[src/rtl/alu_seq_pkg.sv]
// Shared definitions for the sequential ALU: opcodes, FSM states and the default datapath width.
package alu_seq_pkg;

  localparam int ALU_SEQ_WIDTH = 32;

  localparam logic [3:0] OP_AND  = 4'd0;
  localparam logic [3:0] OP_OR   = 4'd1;
  localparam logic [3:0] OP_NOR  = 4'd2;
  localparam logic [3:0] OP_ADD  = 4'd3;
  localparam logic [3:0] OP_SUB  = 4'd4;
  localparam logic [3:0] OP_SLL  = 4'd6;
  localparam logic [3:0] OP_SRL  = 4'd7;
  localparam logic [3:0] OP_SRA  = 4'd8;
  localparam logic [3:0] OP_SLT  = 4'd9;
  localparam logic [3:0] OP_SLTU = 4'd10;
  localparam logic [3:0] OP_MULU = 4'd11;
  localparam logic [3:0] OP_DIVU = 4'd12;

  typedef enum logic [1:0] {
    S_IDLE = 2'd0,
    S_BUSY = 2'd1,
    S_DONE = 2'd2
  } state_t;

endpackage

[src/rtl/alu_seq_iter.sv]
// Iterative datapath: shift-add multiply and, with ALU_SEQ_DIV_EN defined, restoring divide.
// One bit per cycle for WIDTH cycles; done flags the cycle whose closing edge completes the op.
module alu_seq_iter
  import alu_seq_pkg::*;
#(
  parameter int WIDTH = ALU_SEQ_WIDTH
) (
  input  logic             clk,
  input  logic             reset,
  input  logic             start,
`ifdef ALU_SEQ_DIV_EN
  input  logic             is_div,
`endif
  input  logic [WIDTH-1:0] a,
  input  logic [WIDTH-1:0] b,
  output logic             done,
  output logic [WIDTH-1:0] lo,
  output logic [WIDTH-1:0] hi
);

  localparam int CW = $clog2(WIDTH + 1);

  logic [CW-1:0]    cnt;
  logic [WIDTH-1:0] hi_r, lo_r, opnd;
  logic [WIDTH-1:0] hi_nxt, lo_nxt;
  logic [WIDTH:0]   sum;

  // Multiply: hi_r accumulates, lo_r starts as the multiplier and shifts right.
  assign sum = {1'b0, hi_r} + (lo_r[0] ? {1'b0, opnd} : '0);

`ifdef ALU_SEQ_DIV_EN
  logic             div_mode;
  logic [WIDTH:0]   shifted;
  logic             ge;

  // Divide: hi_r is the partial remainder, lo_r shifts the dividend out and the quotient in.
  assign shifted = {hi_r, lo_r[WIDTH-1]};
  assign ge      = shifted >= {1'b0, opnd};

  always_comb begin
    hi_nxt = sum[WIDTH:1];
    lo_nxt = {sum[0], lo_r[WIDTH-1:1]};
    if (div_mode) begin
      hi_nxt = ge ? (shifted[WIDTH-1:0] - opnd) : shifted[WIDTH-1:0];
      lo_nxt = {lo_r[WIDTH-2:0], ge};
    end
  end
`else
  always_comb begin
    hi_nxt = sum[WIDTH:1];
    lo_nxt = {sum[0], lo_r[WIDTH-1:1]};
  end
`endif

  always_ff @(posedge clk) begin
    if (reset) begin
      cnt  <= '0;
      hi_r <= '0;
      lo_r <= '0;
      opnd <= '0;
`ifdef ALU_SEQ_DIV_EN
      div_mode <= 1'b0;
`endif
    end else if (start) begin
      cnt  <= CW'(WIDTH);
      hi_r <= '0;
      lo_r <= a;
      opnd <= b;
`ifdef ALU_SEQ_DIV_EN
      div_mode <= is_div;
`endif
    end else if (cnt != '0) begin
      cnt  <= cnt - CW'(1);
      hi_r <= hi_nxt;
      lo_r <= lo_nxt;
    end
  end

  assign done = (cnt == CW'(1));
  assign lo   = lo_r;
  assign hi   = hi_r;

endmodule

[src/rtl/alu_seq.sv]
// Sequential ALU top: single-cycle ops plus multi-cycle MULU/DIVU behind a valid/ready handshake.
// DIVU exists only when ALU_SEQ_DIV_EN is defined; otherwise it behaves as an illegal opcode.
module alu_seq
  import alu_seq_pkg::*;
#(
  parameter int WIDTH = ALU_SEQ_WIDTH,
  parameter int SHW   = $clog2(WIDTH)
) (
  input  logic             clk,
  input  logic             reset,
  input  logic             in_valid,
  output logic             in_ready,
  input  logic [3:0]       op,
  input  logic [WIDTH-1:0] a,
  input  logic [WIDTH-1:0] b,
  input  logic [SHW-1:0]   shamt,
  output logic             out_valid,
  input  logic             out_ready,
  output logic [WIDTH-1:0] result,
  output logic [WIDTH-1:0] hi,
  output logic             zero
);

  state_t           state, state_nxt;
  logic             accept, is_iter, start, iter_done, sel_iter;
  logic [WIDTH-1:0] alu_res, res_q, iter_lo, iter_hi;

  assign in_ready = (state == S_IDLE) || ((state == S_DONE) && out_ready);
  assign accept   = in_valid && in_ready;
`ifdef ALU_SEQ_DIV_EN
  assign is_iter  = (op == OP_MULU) || (op == OP_DIVU);
`else
  assign is_iter  = (op == OP_MULU);
`endif
  assign start    = accept && is_iter;

  always_comb begin
    alu_res = '0;
    case (op)
      OP_AND:  alu_res = a & b;
      OP_OR:   alu_res = a | b;
      OP_NOR:  alu_res = ~(a | b);
      OP_ADD:  alu_res = a + b;
      OP_SUB:  alu_res = a - b;
      OP_SLL:  alu_res = b << shamt;
      OP_SRL:  alu_res = b >> shamt;
      OP_SRA:  alu_res = $signed(b) >>> shamt;
      OP_SLT:  alu_res = WIDTH'($signed(a) < $signed(b));
      OP_SLTU: alu_res = WIDTH'(a < b);
      default: alu_res = '0;
    endcase
  end

  always_comb begin
    state_nxt = state;
    case (state)
      S_IDLE: if (accept) state_nxt = is_iter ? S_BUSY : S_DONE;
      S_BUSY: if (iter_done) state_nxt = S_DONE;
      S_DONE: begin
        if (accept)         state_nxt = is_iter ? S_BUSY : S_DONE;
        else if (out_ready) state_nxt = S_IDLE;
      end
      default: state_nxt = S_IDLE;
    endcase
  end

  always_ff @(posedge clk) begin
    if (reset) begin
      state    <= S_IDLE;
      res_q    <= '0;
      sel_iter <= 1'b0;
    end else begin
      state <= state_nxt;
      if (accept) begin
        res_q    <= alu_res;
        sel_iter <= is_iter;
      end
    end
  end

  alu_seq_iter #(.WIDTH(WIDTH)) u_iter (
    .clk    (clk),
    .reset  (reset),
    .start  (start),
`ifdef ALU_SEQ_DIV_EN
    .is_div (op == OP_DIVU),
`endif
    .a      (a),
    .b      (b),
    .done   (iter_done),
    .lo     (iter_lo),
    .hi     (iter_hi)
  );

  // Iterative results live in the sub-module registers, which stay frozen until the next start.
  assign result    = sel_iter ? iter_lo : res_q;
  assign hi        = sel_iter ? iter_hi : '0;
  assign zero      = (result == '0);
  assign out_valid = (state == S_DONE);

endmodule
[config.mk]
export PLATFORM = sky130hd
export DESIGN_NAME = alu_seq
export DESIGN_NICKNAME = d
export VERILOG_FILES = /design/src/rtl/alu_seq_pkg.sv /design/src/rtl/alu_seq_iter.sv /design/src/rtl/alu_seq.sv
export SDC_FILE = /design/constraint.sdc
export NUM_CORES = 1
export LEC_CHECK = 0
export BUFFER_PORTS_ARGS = -buffer_cell sky130_fd_sc_hd__buf_2
export CAP_MARGIN = 20
export CELL_PAD_IN_SITES_DETAIL_PLACEMENT = 1
export CELL_PAD_IN_SITES_GLOBAL_PLACEMENT = 1
export CORE_MARGIN = 2
export CORE_UTILIZATION = 48
export DETAILED_ROUTE_END_ITERATION = 10
export HOLD_SLACK_MARGIN = 0.05
export PLACE_DENSITY_LB_ADDON = 0.25
export REMOVE_ABC_BUFFERS = 1
export SETUP_SLACK_MARGIN = 0.4
export SYNTH_ARGS = -nofsm -noshare
export SYNTH_HDL_FRONTEND = slang
export SYNTH_HIERARCHICAL = 1
export SYNTH_SLANG_ARGS = --single-unit
[constraint.sdc]
create_clock -name clk -period 5.8 [get_ports clk]
set_clock_uncertainty 0.2 [all_clocks]
set_input_delay 0.58 -clock clk [delete_from_list [all_inputs] [get_ports clk]]
set_output_delay 0.58 -clock clk [all_outputs]
set_load 0.05 [all_outputs]
==> PnR_summary.wiki <==
{| class="wikitable"
! Metric !! Value
|-
| Final hold slack || 0.198 ns
|-
| Crit start category || flop
|-
| Flop and latch count out of synthesis || 137
|-
| Number of H-tree levels || 4
|-
| Data required time at the worst endpoint || 5.02 ns
|-
| Met3 track utilization from global routing || 9.12%
|-
| Top cell types by occurrence after synthesis || sky130_fd_sc_hd__nand2_1, sky130_fd_sc_hd__a21oi_1, sky130_fd_sc_hd__nor2_1
|-
| Number of antenna-violating nets in the routed design || 0
|-
| Row Count || 68
|-
| Via count of the first global-routing pass || 19,400
|-
| Gr busiest metal || met2
|-
| Wire length of the first global-routing pass || 119,000 um
|-
| Routability congestion estimate || 1.00
|-
| Input/output buffers || 143
|-
| Antenna violations before repair || 3
|-
| Clock Sinks || 137
|-
| Layout area overhead || 8.33%
|-
| Final critical-path required period || 4.63 ns
|-
| Proportion of synthesized chip area in sequential cells || 16.2%
|-
| 1st-iter DRT viols || 2,179
|-
| Overall die area || 0.0369 sq mm
|-
| Buffering stage count on the worst path with inverters included || 2
|-
| DRC Markers || 0
|-
| Tcrit/Tclk final || 79.8%
|-
| Crit path kind || reg -> out
|-
| Total negative slack || 0 ns
|-
| Num CTS Buffers || 17
|-
| DPL Wire Length || 58,800 um
|-
| Grt total ovfl || 0
|-
| Clock-pin slew on the worst setup and hold paths || 0.08 ns
|-
| Top cells by area in the synthesized netlist || sky130_fd_sc_hd__dfxtp_1, sky130_fd_sc_hd__ha_1, sky130_fd_sc_hd__a21oi_1
|-
| Power density of the placed cells || 220 mW/mm^2
|-
| Pre-antenna DRT Iters || 6
|-
| Max-slew headroom at the worst pin || 24.8%
|-
| Count of maximum capacitance violations || 0
|-
| IR Drop Worst-Case VDD || 0.584 mV
|-
| Kind of capture point of the worst setup path || output port
|-
| Synth cell types || 101
|-
| Via-to-Cell Ratio || 6.98
|-
| Maximum cell stage delay along the critical path || 0.95 ns
|-
| Post-synth top area share || 16.2%
|-
| Setup Buffers After CTS || 0
|-
| Unrepaired setup endpoints after global routing || false
|-
| Chip Width || 192 um
|-
| Vias after detailed routing || 19,500
|-
| Max frequency || 216 MHz
|-
| Final Max Tran Viols || 0
|-
| Count of yosys warnings during synthesis || 6
|-
| Post-synthesis cell count || 2,293
|-
| Clock tree from TritonCTS || yes
|-
| Worst-path cell with the longest stage delay || sky130_fd_sc_hd__nor4_1
|-
| Setup slack after placement || 1.31 ns
|-
| Total inserted antenna cells || 0
|-
| Final count of hold timing violations || 0
|-
| Run status || finished clean
|-
| Largest net degree at the start of global routing || 69
|-
| Number of synthesized flops with an enable pin || 0
|-
| Avg Synthesized Cell Area || 7.40 sq um
|-
| Arrival time reported for the critical path endpoint || 3.85 ns
|-
| Cell class contributing the biggest share of worst-path delay || simple AND/OR/NAND/NOR gates
|-
| GR Layer Usage met1 || 55.6%
|-
| Cts-stage hold buffer count || 0
|-
| Most frequent cell after synthesis || sky130_fd_sc_hd__nand2_1
|-
| Maximum count of clock buffers along a single path || 2
|-
| Chip height || 192 um
|-
| Final Routed Wirelength || 79,300 um
|-
| Post-synthesis cell area || 0.0170 sq mm
|-
| Share of cells above drive strength 1 || 15.2%
|-
| Initial standard-cell utilization of the core || 48.9%
|-
| Total core area || 0.0347 sq mm
|-
| Class of the worst hold path || in -> reg
|-
| Number of top-level pins || 144
|-
| List of cells traversed by the critical path || buf_4 > mux2_2 > nor4_1 > nand4_1 > nor2_1 > buf_2
|-
| Number of nets in the finished design || 2,536
|-
| Static leakage power || 0.00775 uW
|-
| Global routing met2 resource utilization || 66.8%
|-
| Post-layout worst setup margin || 1.17 ns
|-
| Async SR Flop Fraction || 0%
|-
| Resized Gates After CTS || 0
|-
| Area leader, netlist || sky130_fd_sc_hd__dfxtp_1
|-
| Actual transition at the worst max-transition pin || 1.12 ns
|-
| Primary FF master, synth || sky130_fd_sc_hd__dfxtp_1
|-
| Clock latency on the worst-skew pair || 0.47 ns
|-
| Cell chosen for the clock root || sky130_fd_sc_hd__clkbuf_16
|-
| All-Layer GR Usage || 42.5%
|-
| Finish-stage setup viols || 0
|-
| Critical path peak fanout || 40
|-
| Detail-routed net length per standard cell || 28.4 um
|}
-- path summary, 6_finish.rpt --
path,from,endpoint,slack (ns),cells after the start
worst min-delay path,a[16],u_iter/lo[16],0.20,3
worst max register to register,state[1],u_iter/hi[22],2.03,11
worst min register to register,res_q[10],res_q[10],0.25,2
worst max-delay path,sel_iter,zero,1.17,6
-- cell type report --
class / instances / area [sq um]
sequential: 137 / 2740
tap: 455 / 569
clock buffer: 18 / 439
fill: 4429 / 16300
timing repair buffer: 178 / 1010
inverter: 115 / 433
clock inverter: 14 / 140
multi-input combinational: 1876 / 13100
-- where the power goes --
group / total, uW / internal (uW) / switching (uW) / leakage [uW]
sequential: 1070 / 1010 / 63.6 / 0.00111
combinational: 1820 / 525 / 1290 / 0.00636
clock: 1150 / 613 / 542 / 0.000274
total: 4050 / 2150 / 1900 / 0.00775
-- metal layers --
metal | wire [um] | part of all wire (%)
met5 | 34 | 0.043
met4 | 4020 | 5.1
met1 | 32600 | 41
met2 | 35000 | 44
met3 | 7670 | 9.7
-- metrics by stage --
| stage | instance area (sq um) | power [uW] | std cells | util [%] |
|---|---|---|---|---|
| floorplan | 16200 | 2110 | 2128 | - |
| global placement | 17800 | 2770 | 2758 | 51.2 |
| detailed placement | 17800 | 2830 | 2758 | 51.2 |
| CTS | 18300 | 3990 | 2790 | 52.9 |
| global route | 18400 | 4190 | 2793 | 53.0 |
| finish | 18400 | 4050 | 2793 | 53.0 |
-- cells by family after synthesis --
kind of cell,share of synthesized area (%)
AND/OR/NAND/NOR,21.5
AO/OA/AOI/OAI,29.4
adder cells (fa/ha/maj),10.0
flip-flops,16.2
buffers and inverters,7.09
XOR/XNOR,1.24
multiplexers,14.6
-- flip-flops by register name (all words and copies together), names as in the netlist --
name,count
u_iter/lo,32
state,2
res_q,32
u_iter/hi,32
u_iter/opnd,32
sel_iter,1
u_iter/cnt,6
-- cells in the final DEF, fill, tap and decap left out, types with 50 or more instances in the layout --
master / synthesis / routed
sky130_fd_sc_hd__buf_2: 31 / 140
sky130_fd_sc_hd__inv_1: 111 / 110
sky130_fd_sc_hd__mux4_2: 50 / 50
sky130_fd_sc_hd__and2_1: 75 / 74
sky130_fd_sc_hd__a21oi_1: 240 / 240
sky130_fd_sc_hd__nor2_1: 240 / 240
sky130_fd_sc_hd__o21ai_0: 114 / 114
sky130_fd_sc_hd__ha_1: 131 / 131
sky130_fd_sc_hd__dfxtp_1: 137 / 136
sky130_fd_sc_hd__nand2_1: 269 / 267
sky130_fd_sc_hd__nand3_1: 50 / 50
sky130_fd_sc_hd__mux2i_1: 88 / 88
-- worst register-to-register path, stage by stage (launching register included) --
cell and delay (ns):
sky130_fd_sc_hd__dfxtp_1 0.35, sky130_fd_sc_hd__nor2b_1 0.19, sky130_fd_sc_hd__nor2_1 0.09, sky130_fd_sc_hd__nand2_1 0.09, sky130_fd_sc_hd__or2_2 0.15, sky130_fd_sc_hd__clkinv_2 0.51, sky130_fd_sc_hd__or2_2 0.56, sky130_fd_sc_hd__buf_4 0.24
sky130_fd_sc_hd__nor2_1 0.72, sky130_fd_sc_hd__nand3_1 0.17, sky130_fd_sc_hd__or3_1 0.36, sky130_fd_sc_hd__nand3_1 0.09
Note: power is estimated with default switching activity, not from simulation.
